### src/rtl/accumulator_pkg.sv
// Shared definitions for the accumulator and its neighbours.
// Contains the load-source select encodings and the default widths.
// The instruction decoder and the datapath use the same values.
package accumulator_pkg;

  // Default widths of the accumulator and of the instruction immediate.
  localparam int ACC_W = 16;
  localparam int IMM_W = 8;

  // Encodings for the selacc input.
  localparam logic [1:0] SEL_IMM  = 2'b00;  // zero-extended immediate
  localparam logic [1:0] SEL_RD   = 2'b01;  // register-file read data
  localparam logic [1:0] SEL_RES  = 2'b10;  // ALU/FPU result
  localparam logic [1:0] SEL_HOLD = 2'b11;  // keep the current value

endpackage : accumulator_pkg

### src/rtl/accumulator.sv
// Purpose: single accumulator register that loads from one of three sources.
// Latency: a load sampled at a rising edge is visible on acc_data immediately after that edge.
// Backpressure: none; a load is taken on every edge where loadacc=1, and the register holds otherwise.
//
// Ports:
//   clk       - single clock; all state changes on the rising edge
//   rstn      - synchronous reset, active HIGH despite the name; clears the register
//   loadacc   - load enable for the next rising edge
//   selacc    - load-source select (SEL_IMM / SEL_RD / SEL_RES / SEL_HOLD)
//   immediate - immediate operand, zero-extended to DATA_W when loaded
//   rd_data   - register-file read data, loaded bit-exact
//   res_out   - ALU/FPU result, loaded bit-exact
//   acc_data  - register contents, driven straight from the flop
module accumulator #(
  parameter int DATA_W = accumulator_pkg::ACC_W,
  parameter int IMM_W  = accumulator_pkg::IMM_W
) (
  input  logic              clk,
  input  logic              rstn,
  input  logic              loadacc,
  input  logic [1:0]        selacc,
  input  logic [IMM_W-1:0]  immediate,
  input  logic [DATA_W-1:0] rd_data,
  input  logic [DATA_W-1:0] res_out,
  output logic [DATA_W-1:0] acc_data
);

  import accumulator_pkg::*;

  logic [DATA_W-1:0] acc_q;
  logic [DATA_W-1:0] acc_next;

  // Next-value mux. SEL_HOLD and any unknown select fall into the hold
  // branch, so a bad select can never corrupt the register.
  always_comb begin
    acc_next = acc_q;
    case (selacc)
      SEL_IMM:  acc_next = DATA_W'(immediate);  // size cast zero-extends
      SEL_RD:   acc_next = rd_data;
      SEL_RES:  acc_next = res_out;
      default:  acc_next = acc_q;
    endcase
  end

  // Reset takes priority over a pending load on the same edge.
  always_ff @(posedge clk) begin
    if (rstn) begin
      acc_q <= '0;
    end else if (loadacc) begin
      acc_q <= acc_next;
    end
  end

  assign acc_data = acc_q;

endmodule : accumulator

### config.mk
export PLATFORM = sky130hd
export DESIGN_NAME = accumulator
export DESIGN_NICKNAME = d
export VERILOG_FILES = /design/src/rtl/accumulator_pkg.sv /design/src/rtl/accumulator.sv
export SDC_FILE = /design/constraint.sdc
export NUM_CORES = 1
export LEC_CHECK = 0
export ABC_AREA = 1
export ABC_CLOCK_PERIOD_IN_PS = 2200
export CAP_MARGIN = 20
export CELL_PAD_IN_SITES_DETAIL_PLACEMENT = 0
export CELL_PAD_IN_SITES_GLOBAL_PLACEMENT = 1
export CORE_MARGIN = 2
export CORE_UTILIZATION = 27
export CTS_BUF_LIST = sky130_fd_sc_hd__clkbuf_8
export CTS_CLUSTER_SIZE = 40
export DETAILED_ROUTE_END_ITERATION = 12
export GPL_TIMING_DRIVEN = 0
export HOLD_SLACK_MARGIN = 0.12
export PLACE_DENSITY = 0.91
export SYNTH_ARGS = -nofsm -noshare
export SYNTH_HDL_FRONTEND = slang
export SYNTH_SLANG_ARGS = --single-unit
### constraint.sdc
create_clock -name clk -period 2.2 [get_ports clk]
set_input_delay 0.44 -clock clk [delete_from_list [all_inputs] [get_ports clk]]
set_output_delay 0.44 -clock clk [all_outputs]
set_load 0.05 [all_outputs]
==> results.txt, run 1 <==
The cell count after synthesis came out at 164. Among all stages on the critical path, the largest delay is contributed by sky130_fd_sc_hd__clkdlybuf4s50_1. The tools report the area of the die as 0.00438 mm2. In the synthesized netlist, the cells that appear most often are 73 x sky130_fd_sc_hd__nand2_1, 24 x sky130_fd_sc_hd__nor2_1, 16 x sky130_fd_sc_hd__dfxtp_1, 11 x sky130_fd_sc_hd__inv_1. The run gives 61 as the number of placed I/O pins. The switching share of power came out at 0.307.

In this run, synthesis produced a sequential element count of 16. The critical path is of the primary input to register type. The run gives 0.686 as the placer congestion estimate. The tools report the endpoint type of the worst setup path as a register.

The count of buffer and inverter cells on the critical path is 4, and the initial antenna violation count is 0. The average instance area after synthesis is 6.37 um2. The clock buffer count from CTS is 3.

Area share of the largest cell type after synthesis: 0.307. The run gives 0.785 nW as the leakage component of the power. The first routing iteration left 35 violations.

Initial core utilization: 0.283. The post-route worst setup slack is 0.349 ns, and the final period utilization is 0.841. The run gives 0 as the total of cells resized after clock tree synthesis. The count of cells in the finished layout, fillers not included, comes to 275.

After clock tree synthesis, the clock-pin slew on the worst setup and hold paths is 0.06 ns. The tools report the wire length of the first global-routing pass as 4460 um. The DRC violation count after routing came out at 0.

The run gives 0 as the final hold violation count. Worst hold path class: primary input to register. The number of nets in the synthesized netlist is 212.

The post-synthesis instance area was 0.00104 mm2; the vertical die dimension was 66.2 um. Before CTS, the worst setup slack after placement is 0.0726 ns. Setup repair after global routing left no endpoint under its margin. The area growth from synthesis to layout is 67.5%.

The tools report the post-placement cell count as 271. The max-cap violation count was 0. Of all nets on the critical path, the largest fanout is 10.

The via density per instance came out at 4.16. Cell-internal power: 609 uW. After filler insertion, the fill cell instance count of the layout stands at 401. For the power share of the sequential group, the log shows 0.358. The run gives 2160 um as the HPWL reported at the end of detailed placement. The clock reaches the later pin of the worst-skew pair after 0.25 ns. In this run, synthesis inferred 0 flip-flops with an integrated enable.

After detailed routing, the average wire length per cell comes to 10.0 um. The tools report the overall routing resource usage as 0.135. The most used flip-flop cell after synthesis is sky130_fd_sc_hd__dfxtp_1. The total power divided by cell area was 502 mW/mm2; the via count of the first global-routing pass was 1065. The antenna cell count was 0.

The tools report the cts-stage hold buffer count as 0. The cell family with the largest share of critical-path delay was buffers and inverters. The buffer depth of the longest clock path is 2, and the flip-flop count of the largest register, all copies and words added is 16.

The count of buffers added on input and output ports is 59. The TritonCTS sink count was 16. The synthesized design spends more area on one cell type than any other, namely sky130_fd_sc_hd__dfxtp_1.

The slack of the worst reg-to-reg path came out at 1.55 ns. The cell that appears most often on the critical path is sky130_fd_sc_hd__nor2_1. The relative contribution of combinational cells to total power is 0.346.

For the worst slew margin relative to its limit, the log shows 0.653. The core region is 0.00369 mm2. From left edge to right edge, the die measures 66.2 um.

The fraction of the yosys area taken by sequential cells is 0.307, and the worst endpoint required time is 2.35 ns. After global routing the overflow that remains totals 0. The fraction of final layout cells with drive strength greater than 1 was 0.110. The worst path in the final design needs a cycle of 1.85 ns, including I/O delays and setup. On the worst path, the slowest cell contributes a delay of 0.51 ns. The count of nets left with antenna violations once routing finished came out at 0. STA classifies the critical path startpoint as a primary input.

Setup violations remaining at the end of the flow were counted as 0. The tools report the number of H-tree levels as 1. Across the VDD grid, the largest voltage drop is 0.000392 V.

The post-route total power was 879 uW. The number of nets at the end of the flow is 276. TritonCTS built the clock tree. The tools report the unique cell type count in the Yosys netlist as 19. Traced cell by cell, the critical path runs through clkdlybuf4s50_1 > inv_1 > ha_1 > clkinv_1 > clkbuf_8 > nor2_1 > nand2_1 > nand3_1 > nor2_1.

Adding up every negative setup slack in the final design gives 0 ns. The routed layout has 1143 vias. The tools report the utilization after layout as 0.475. Root buffer cell: sky130_fd_sc_hd__clkbuf_8. In the post-synthesis netlist, the biggest area contributors are sky130_fd_sc_hd__dfxtp_1 31%, sky130_fd_sc_hd__nand2_1 26%, sky130_fd_sc_hd__nor2_1 8.6%. The maximum number of pins on one net before global-route repair is 11, and the share of power burned in the clock network is 0.295. The run gives 2.00 ns as the arrival time reported for the critical path endpoint.

The maximum clock skew at final layout is 0 ns, and the number of buffers inserted to repair setup after CTS is 0. Switching power: 270 uW. The highest achievable clock rate was 540 MHz.

The flow ran to the end, and the final reports show no timing, DRC or antenna violations. The share of synthesized registers carrying an async set or reset works out to 0. The tools report the number of warnings reported in the yosys synthesis log as 0. At the pin with the least slew margin, the transition time is 0.519 ns. The floorplan has 22 rows.

Post-detailed-routing wire length: 2760 um. The final count of pins violating max slew came out at 0. The length of the first detailed-routing pass in iterations is 4. Most common cell in the netlist: sky130_fd_sc_hd__nand2_1.
[worst paths after layout]
path                             startpoint            to  cells past startpoint
worst max-delay path              selacc[0]   acc_data[7]                      9
worst min-delay path                   rstn  acc_data[14]                      2
worst max register to register  acc_data[6]   acc_data[6]                      4
worst min register to register  acc_data[9]   acc_data[9]                      2
[stage by stage]
step	instance area, um2	hold slack, ns
global route	1750	0.458
floorplan	1040	0.663
finish	1750	0.454
detailed placement	1700	0.456
global placement	1700	0.451
CTS	1750	0.450
[cell families after synthesis]
| kind of cell | share of synthesized area |
|---|---|
| compound gates | 0.0419 |
| flops | 0.307 |
| fa+ha+maj | 0.0359 |
| simple gates | 0.493 |
| buf+inv | 0.122 |
[layout make-up]
| type | instances | area (um2) | share of cell area |
|---|---|---|---|
| multi-input combinational | 126 | 597 | 0.341 |
| timing repair buffer | 59 | 591 | 0.337 |
| sequential | 16 | 320 | 0.183 |
| buffer | 8 | 75.1 | 0.0429 |
| tap | 48 | 60.1 | 0.0343 |
| clock buffer | 4 | 55.1 | 0.0315 |
| inverter | 14 | 52.6 | 0.0300 |
[cells in the final DEF, fill, tap and decap left out, types with 2 or more instances in the layout]
master                            count
sky130_fd_sc_hd__nand2_1             73
sky130_fd_sc_hd__clkdlybuf4s50_1     59
sky130_fd_sc_hd__nor2_1              24
sky130_fd_sc_hd__dfxtp_1             16
sky130_fd_sc_hd__inv_1               11
sky130_fd_sc_hd__nand3_1              8
sky130_fd_sc_hd__nand3_2              8
sky130_fd_sc_hd__a21oi_1              7
sky130_fd_sc_hd__clkbuf_8             5
sky130_fd_sc_hd__ha_1                 3
sky130_fd_sc_hd__clkbuf_2             2
sky130_fd_sc_hd__buf_4                2
sky130_fd_sc_hd__inv_2                2
[metal layers]
metal	vias up	wire length (um)	GRT usage	part of all wire
met5	-	0	0	0
met4	0	36	0.0536	0.013
met3	4	188	0.0426	0.068
met2	35	1290	0.230	0.47
met1	482	1240	0.155	0.45
li1	622	-	-	-
[power groups by stage]
| stage | combinational (mW) | clock, mW | sequential (mW) |
|---|---|---|---|
| global placement | 0.307 | 0 | 0.321 |
| floorplan | 0.113 | 0 | 0.381 |
| finish | 0.304 | 0.259 | 0.315 |
| global route | 0.332 | 0.281 | 0.317 |
| detailed placement | 0.307 | 0 | 0.322 |
| CTS | 0.309 | 0.270 | 0.315 |
(Power assumes the default switching activity.)
==> run 2: changes to the inputs <==
Settings changed: ABC_CLOCK_PERIOD_IN_PS 2200 to 1780, CORE_UTILIZATION 27 to 25, PLACE_DENSITY 0.91 to 0.85.
Clock period 2.2 ns to 1.78 ns, I/O delays scaled along.
==> run 2 against run 1 <==
Effect of this change: via count down 1.2%; worst hold slack got worse by 0.068 ns; final cell count up 0.73%; flip-flop and latch count stayed put; wire length increased by 1.6%; first-iteration DRC count grew 8.6%; clock power up 23%; critical endpoint is now acc_data[4]; largest power group unchanged.
==> results.txt, run 2 (synthesized netlist as in run 1, its figures left out) <==
The run finished with clean final reports. The tools report the initial antenna violation count as 0. The run gives 0.128 as the overall routing resource usage. The tree is rooted in a sky130_fd_sc_hd__clkbuf_8. Final count of pins violating max slew: 0.

The count of buffer and inverter cells on the critical path was 1; the number of H-tree levels was 1. The run gives 0.261 as the initial core utilization. Maximum clock skew at final layout: 0 ns. The tightest hold path in the finished design has a slack of 0.386 ns. The final period utilization is 0.981.

The finished layout holds 277 standard cells, fillers aside. TritonCTS built the clock tree. The via count of the first global-routing pass was 1028. The actual slew at the worst max-slew pin was 0.530 ns. In this run the core area contains 23 standard-cell rows.

Setup repair after global routing left no endpoint under its margin. The via density per instance was 4.08. The final hold violation count is 0, and the post-placement cell count is 273. The critical path is of the register to primary output type.

At the end of routability-driven placement, the weighted congestion stood at 0.672. Once detailed placement completed, the half-perimeter wirelength came to 2250 um. For this block, the routed nets add up to 2800 um of wire. The buffer depth of the longest clock path was 2. The TritonCTS sink count is 16.

Endpoint type of the worst setup path: a primary output. The run gives 0 as the DRC violation count after routing. Once layout is done, the placed cells without fillers occupy 0.00178 mm2.

Entering global routing, the biggest net connects 11 pins. The critical path's largest stage delay was 0.80 ns; the post-route antenna net violation count was 0. The first global-routing pass estimated 4460 um of wire. The tool flagged a number of max-cap violations equal to 0.

The cell family with the largest share of critical-path delay is buffers and inverters. The logs give 0.24 ns for the clock network latency to the later pin of the worst-skew pair and 38 for the count of routing violations after the opening detailed-route iteration. The most common cell after layout, fill and taps aside was sky130_fd_sc_hd__nand2_1. In this run, CTS created clock tree buffers numbering 3. The area growth from synthesis to layout is 69.9%.

The number of buffers inserted to repair setup after CTS is 0, and the minimum period implied by the final worst setup slack is 1.75 ns. The flip-flop count of the largest register, all copies and words added was 16. The critical path goes through clkdlybuf4s50_1.

Clock-pin slew was measured on the worst setup and hold paths at 0.06 ns. The total overflow reported by the global router was 0. 61 I/O pins were placed. The cell area after placement came out at 0.00170 mm2.

The critical path launch point type is a register. The length of the first detailed-routing pass in iterations is 4. Dividing the detail-routed wire length by the instance count gives 10.1 um.

The number of nets at the end of the flow is 276. During placement, the flow inserted port buffers numbering 59. The vertical die dimension was 68.6 um.

In the layout the commonest cells are 73 x sky130_fd_sc_hd__nand2_1, 51 x sky130_fd_sc_hd__clkdlybuf4s50_1, 24 x sky130_fd_sc_hd__nor2_1. The min-delay analysis places its worst path in the category primary input to register. IR analysis of the VDD net gives a maximum drop of 0.000456 V. Measured along the x axis, the die boundary spans 68.6 um. The core box area was 0.00400 mm2.

Summed over all cells, the static leakage comes to 0.914 nW. Final setup violation count: 0. Hold repair after CTS inserted 0 buffers.

The antenna cell count was 0. The die covers 0.00471 mm2. Timing would allow up to 573 MHz. The post-route total power is 1.08 mW.

The slowest stage of the critical path belongs to the cell sky130_fd_sc_hd__clkdlybuf4s50_1. The fraction of final layout cells with drive strength greater than 1 came out at 0.115. For the total number of vias, the log shows 1129. At the worst endpoint, the arrival time is 1.39 ns. Power spread over the standard cell area amounts to 611 mW/mm2. The run gives 0.646 as the worst slew margin relative to its limit. The biggest fanout along the worst timing path came out at 2. STA puts the critical path data required time at 1.42 ns.
## run 2: power by group
part / total, mW / internal (mW) / switching [mW]
Sequential: 0.389 / 0.379 / 0.00989
Clock: 0.319 / 0.196 / 0.123
Combinational: 0.376 / 0.177 / 0.199
Total: 1.08 / 0.752 / 0.333
## run 2: area by class of cell
cell class                 instances  area [um2]
multi-input combinational        126         597
fill                             444        2220
clock buffer                       4        55.1
inverter                          14        55.1
buffer                             8        75.1
tap                               50        62.6
timing repair buffer              59         611
sequential                        16         320
## run 2: repair_timing
action,CTS,global route
setup endpoints to repair,2,9
gates resized for setup,1,9
pin swaps,0,0
## run 2: worst paths after layout
| path | startpoint | end | slack, ns | cells after the start |
|---|---|---|---|---|
| worst max-delay path | acc_data[4] | acc_data[4] | 0.03 | 1 |
| worst min-delay path | rstn | acc_data[14] | 0.39 | 2 |
| worst max register to register | acc_data[1] | acc_data[1] | 1.10 | 4 |
| worst min register to register | acc_data[10] | acc_data[10] | 0.46 | 2 |
## run 2: per-stage QoR
step           setup TNS [ns]  setup slack [ns]   util
2_1_floorplan               0             0.446      -
3_3_place_gp            -2.92            -0.263  0.424
3_5_place_dp            -3.13            -0.271  0.424
4_1_cts                     0           0.00475  0.439
5_1_grt                     0          0.000731  0.444
6_report                    0            0.0343  0.444
## run 2: per-layer routing
metal | GRT usage | vias to the layer above | share of wire
met5 | 0 | - | 0
met4 | 0.0200 | 0 | 0.0046
met3 | 0.0422 | 2 | 0.074
met2 | 0.220 | 39 | 0.46
met1 | 0.158 | 465 | 0.46
li1 | - | 623 | -
==> run 3: changes to the inputs <==
Settings changed: PLACE_DENSITY 0.85 to 0.78.
==> run 3 against run 2 <==
Effect of this change: register-to-register slack better by 0.02 ns; final cell count is the same; cell area shrank 0.49%; maximum frequency fell by 0.24%; sequential share of layout area rose by 0.089 points; combinational power is essentially flat; utilization fell by 0.22 points; clock power grew 3%; non-clock buffer count stayed put; count of clock-buffer cells in the layout did not move; worst hold slack about the same; worst setup slack worse by 0.0043 ns; critical path type unchanged.
==> results.txt, run 3 (synthesized netlist as in run 1, its figures left out) <==
The flow ran to the end, and the final reports show no timing, DRC or antenna violations. For the pin with the worst max-slew slack, the measured transition is 0.515 ns. By startpoint and endpoint, the worst setup path is classified as register to primary output. Overall routing resource usage: 0.135. The final layout contains 276 nets. For the worst slew margin relative to its limit, the log shows 0.656. The via count of the first global-routing pass was 1094.

The final period utilization was 0.983. The minimum period implied by the final worst setup slack works out to 1.75 ns. The repair_antennas step left the layout with diodes totalling 0. The logs give 0.0300 ns for the post-route worst setup slack and 277 for the count of non-filler cells in the finished layout. The cts-stage hold buffer count was 0; the site row count was 23. The placer congestion estimate is 0.695, and the count of routing violations after the opening detailed-route iteration is 49. The flip-flop count of the largest register, all copies and words added was 16; the core box area was 0.00400 mm2. The per-cell routed wire length is 10.6 um. The initial core utilization came out at 0.261. Counting cells, the worst reg-to-reg path comes to 4. The tree is rooted in a sky130_fd_sc_hd__clkbuf_8.

The critical path depth in cells is 1. Relative to the synthesized area, the layout overhead comes to 69.1%. Die width: 68.6 um.

Entering global routing, the biggest net connects 11 pins. On the final layout, the worst clock skew is 0 ns. Utilization after layout: 0.442. VDD sags by at most 0.000274 V. Max-cap violations in this run came to 0. Critical path's largest stage delay: 0.81 ns. The initial antenna violation count came out at 0. The post-route total power was 1.10 mW; the count of buffer and inverter cells on the critical path was 1. The fraction of final layout cells with drive strength greater than 1 works out to 0.119.

The tools report the final hold violation count as 0. TritonCTS built the clock tree. The logs give 1.42 ns for the worst endpoint required time and 2 for the buffer depth of the longest clock path. Critical path launch point type: a register.

The tools report the HPWL reported at the end of detailed placement as 2180 um. Setup violations remaining at the end of the flow were counted as 0. Clock network latency to the later pin of the worst-skew pair: 0.25 ns. Using the TritonRoute via totals, the vias-per-cell ratio works out to 4.08.

For this block, the routed nets add up to 2930 um of wire. 61 I/O pins were placed. The critical path goes through clkdlybuf4s50_1. In this design, the largest share of critical-path delay is due to buffers and inverters. Worst hold path class: primary input to register. Summed over all layers, the global routing overflow is 0. The clock input transition at the sequential cells of the worst setup and hold paths works out to 0.07 ns. The logs give 0 for the final count of pins violating max slew and -0.270 ns for the worst setup slack after placement.

In this run, CTS created clock tree buffers numbering 3. Data arrives at the worst endpoint at 1.39 ns. The first global-routing pass estimated 4770 um of wire.

The clock net in this run drives a total of 16 sinks. The detail route stage leaves a number of antenna-violating nets equal to 0. The post-placement cell count was 273; the length of the first detailed-routing pass in iterations was 4.

The count of buffers added on input and output ports is 59. Total number of vias: 1129. The worst setup path is captured at a primary output. Summed over all cells, the static leakage comes to 0.858 nW.

The instance count along the most critical hold path is 2. The tools report the number of H-tree levels as 1. For this run, the top clock speed supported by timing is 571 MHz. Leaving out fill and tap cells, the most frequent cell in the layout is sky130_fd_sc_hd__nand2_1. Along the worst path, the maximum fanout reaches 2.

In the routed design, unresolved DRC markers number 0. The vertical die dimension is 68.6 um, and the number of buffers inserted to repair setup after CTS is 0. The tools report the final worst hold slack as 0.386 ns.

The area of the die was 0.00471 mm2. Setup repair after global routing left no endpoint under its margin. The total power divided by cell area works out to 621 mW/mm2. The cell with the biggest individual delay on the critical path is sky130_fd_sc_hd__clkdlybuf4s50_1. In the layout the commonest cells are 72 x sky130_fd_sc_hd__nand2_1, 54 x sky130_fd_sc_hd__clkdlybuf4s50_1, 24 x sky130_fd_sc_hd__nor2_1.
[run 3: changes by cell type in the layout (fill, tap and decap cells not counted), sizes merged]
cell           delta
dlymetal6s2s      -4
clkdlybuf4s50     +3
dlygate4sd2       +1
[run 3: layout make-up]
cell class,instances,area (um2)
repair buffers,59,599
flip-flops and latches,16,320
inverters,14,55.1
multi-input cells,126,599
fillers,459,2230
plain buffers,8,75.1
clock buffers,4,55.1
well taps,50,62.6
[run 3: report_power, final]
part	internal (mW)	switching, mW	total (mW)
logic	0.176	0.202	0.379
clock network	0.196	0.133	0.329
registers	0.379	0.0103	0.390
[run 3: per-layer routing]
layer  share of wire  up-vias  track usage  wire [um]
li1                -      621            -          -
met1            0.47      463        0.174       1370
met2            0.43       41        0.213       1260
met3           0.094        4       0.0406        276
met4          0.0089        0       0.0450         26
met5               0        -            0          0
[run 3: final timing paths]
check / start / endpoint / slack, ns
min reg2reg: acc_data[13] / acc_data[13] / 0.46
min: rstn / acc_data[14] / 0.39
max: acc_data[12] / acc_data[12] / 0.03
max reg2reg: acc_data[0] / acc_data[0] / 1.12
[run 3: what timing repair did]
item	in CTS	in global routing
setup endpoints to repair	3	9
gates resized for setup	2	6
endpoints found under the hold margin	0	0
[run 3: through the flow]
| stage | TNS, ns | area, um2 |
|---|---|---|
| after floorplan | 0 | 1040 |
| after global placement | -3.00 | 1700 |
| after detailed placement | -3.16 | 1700 |
| after CTS | 0 | 1750 |
| after global routing | 0 | 1770 |
| final | 0 | 1770 |
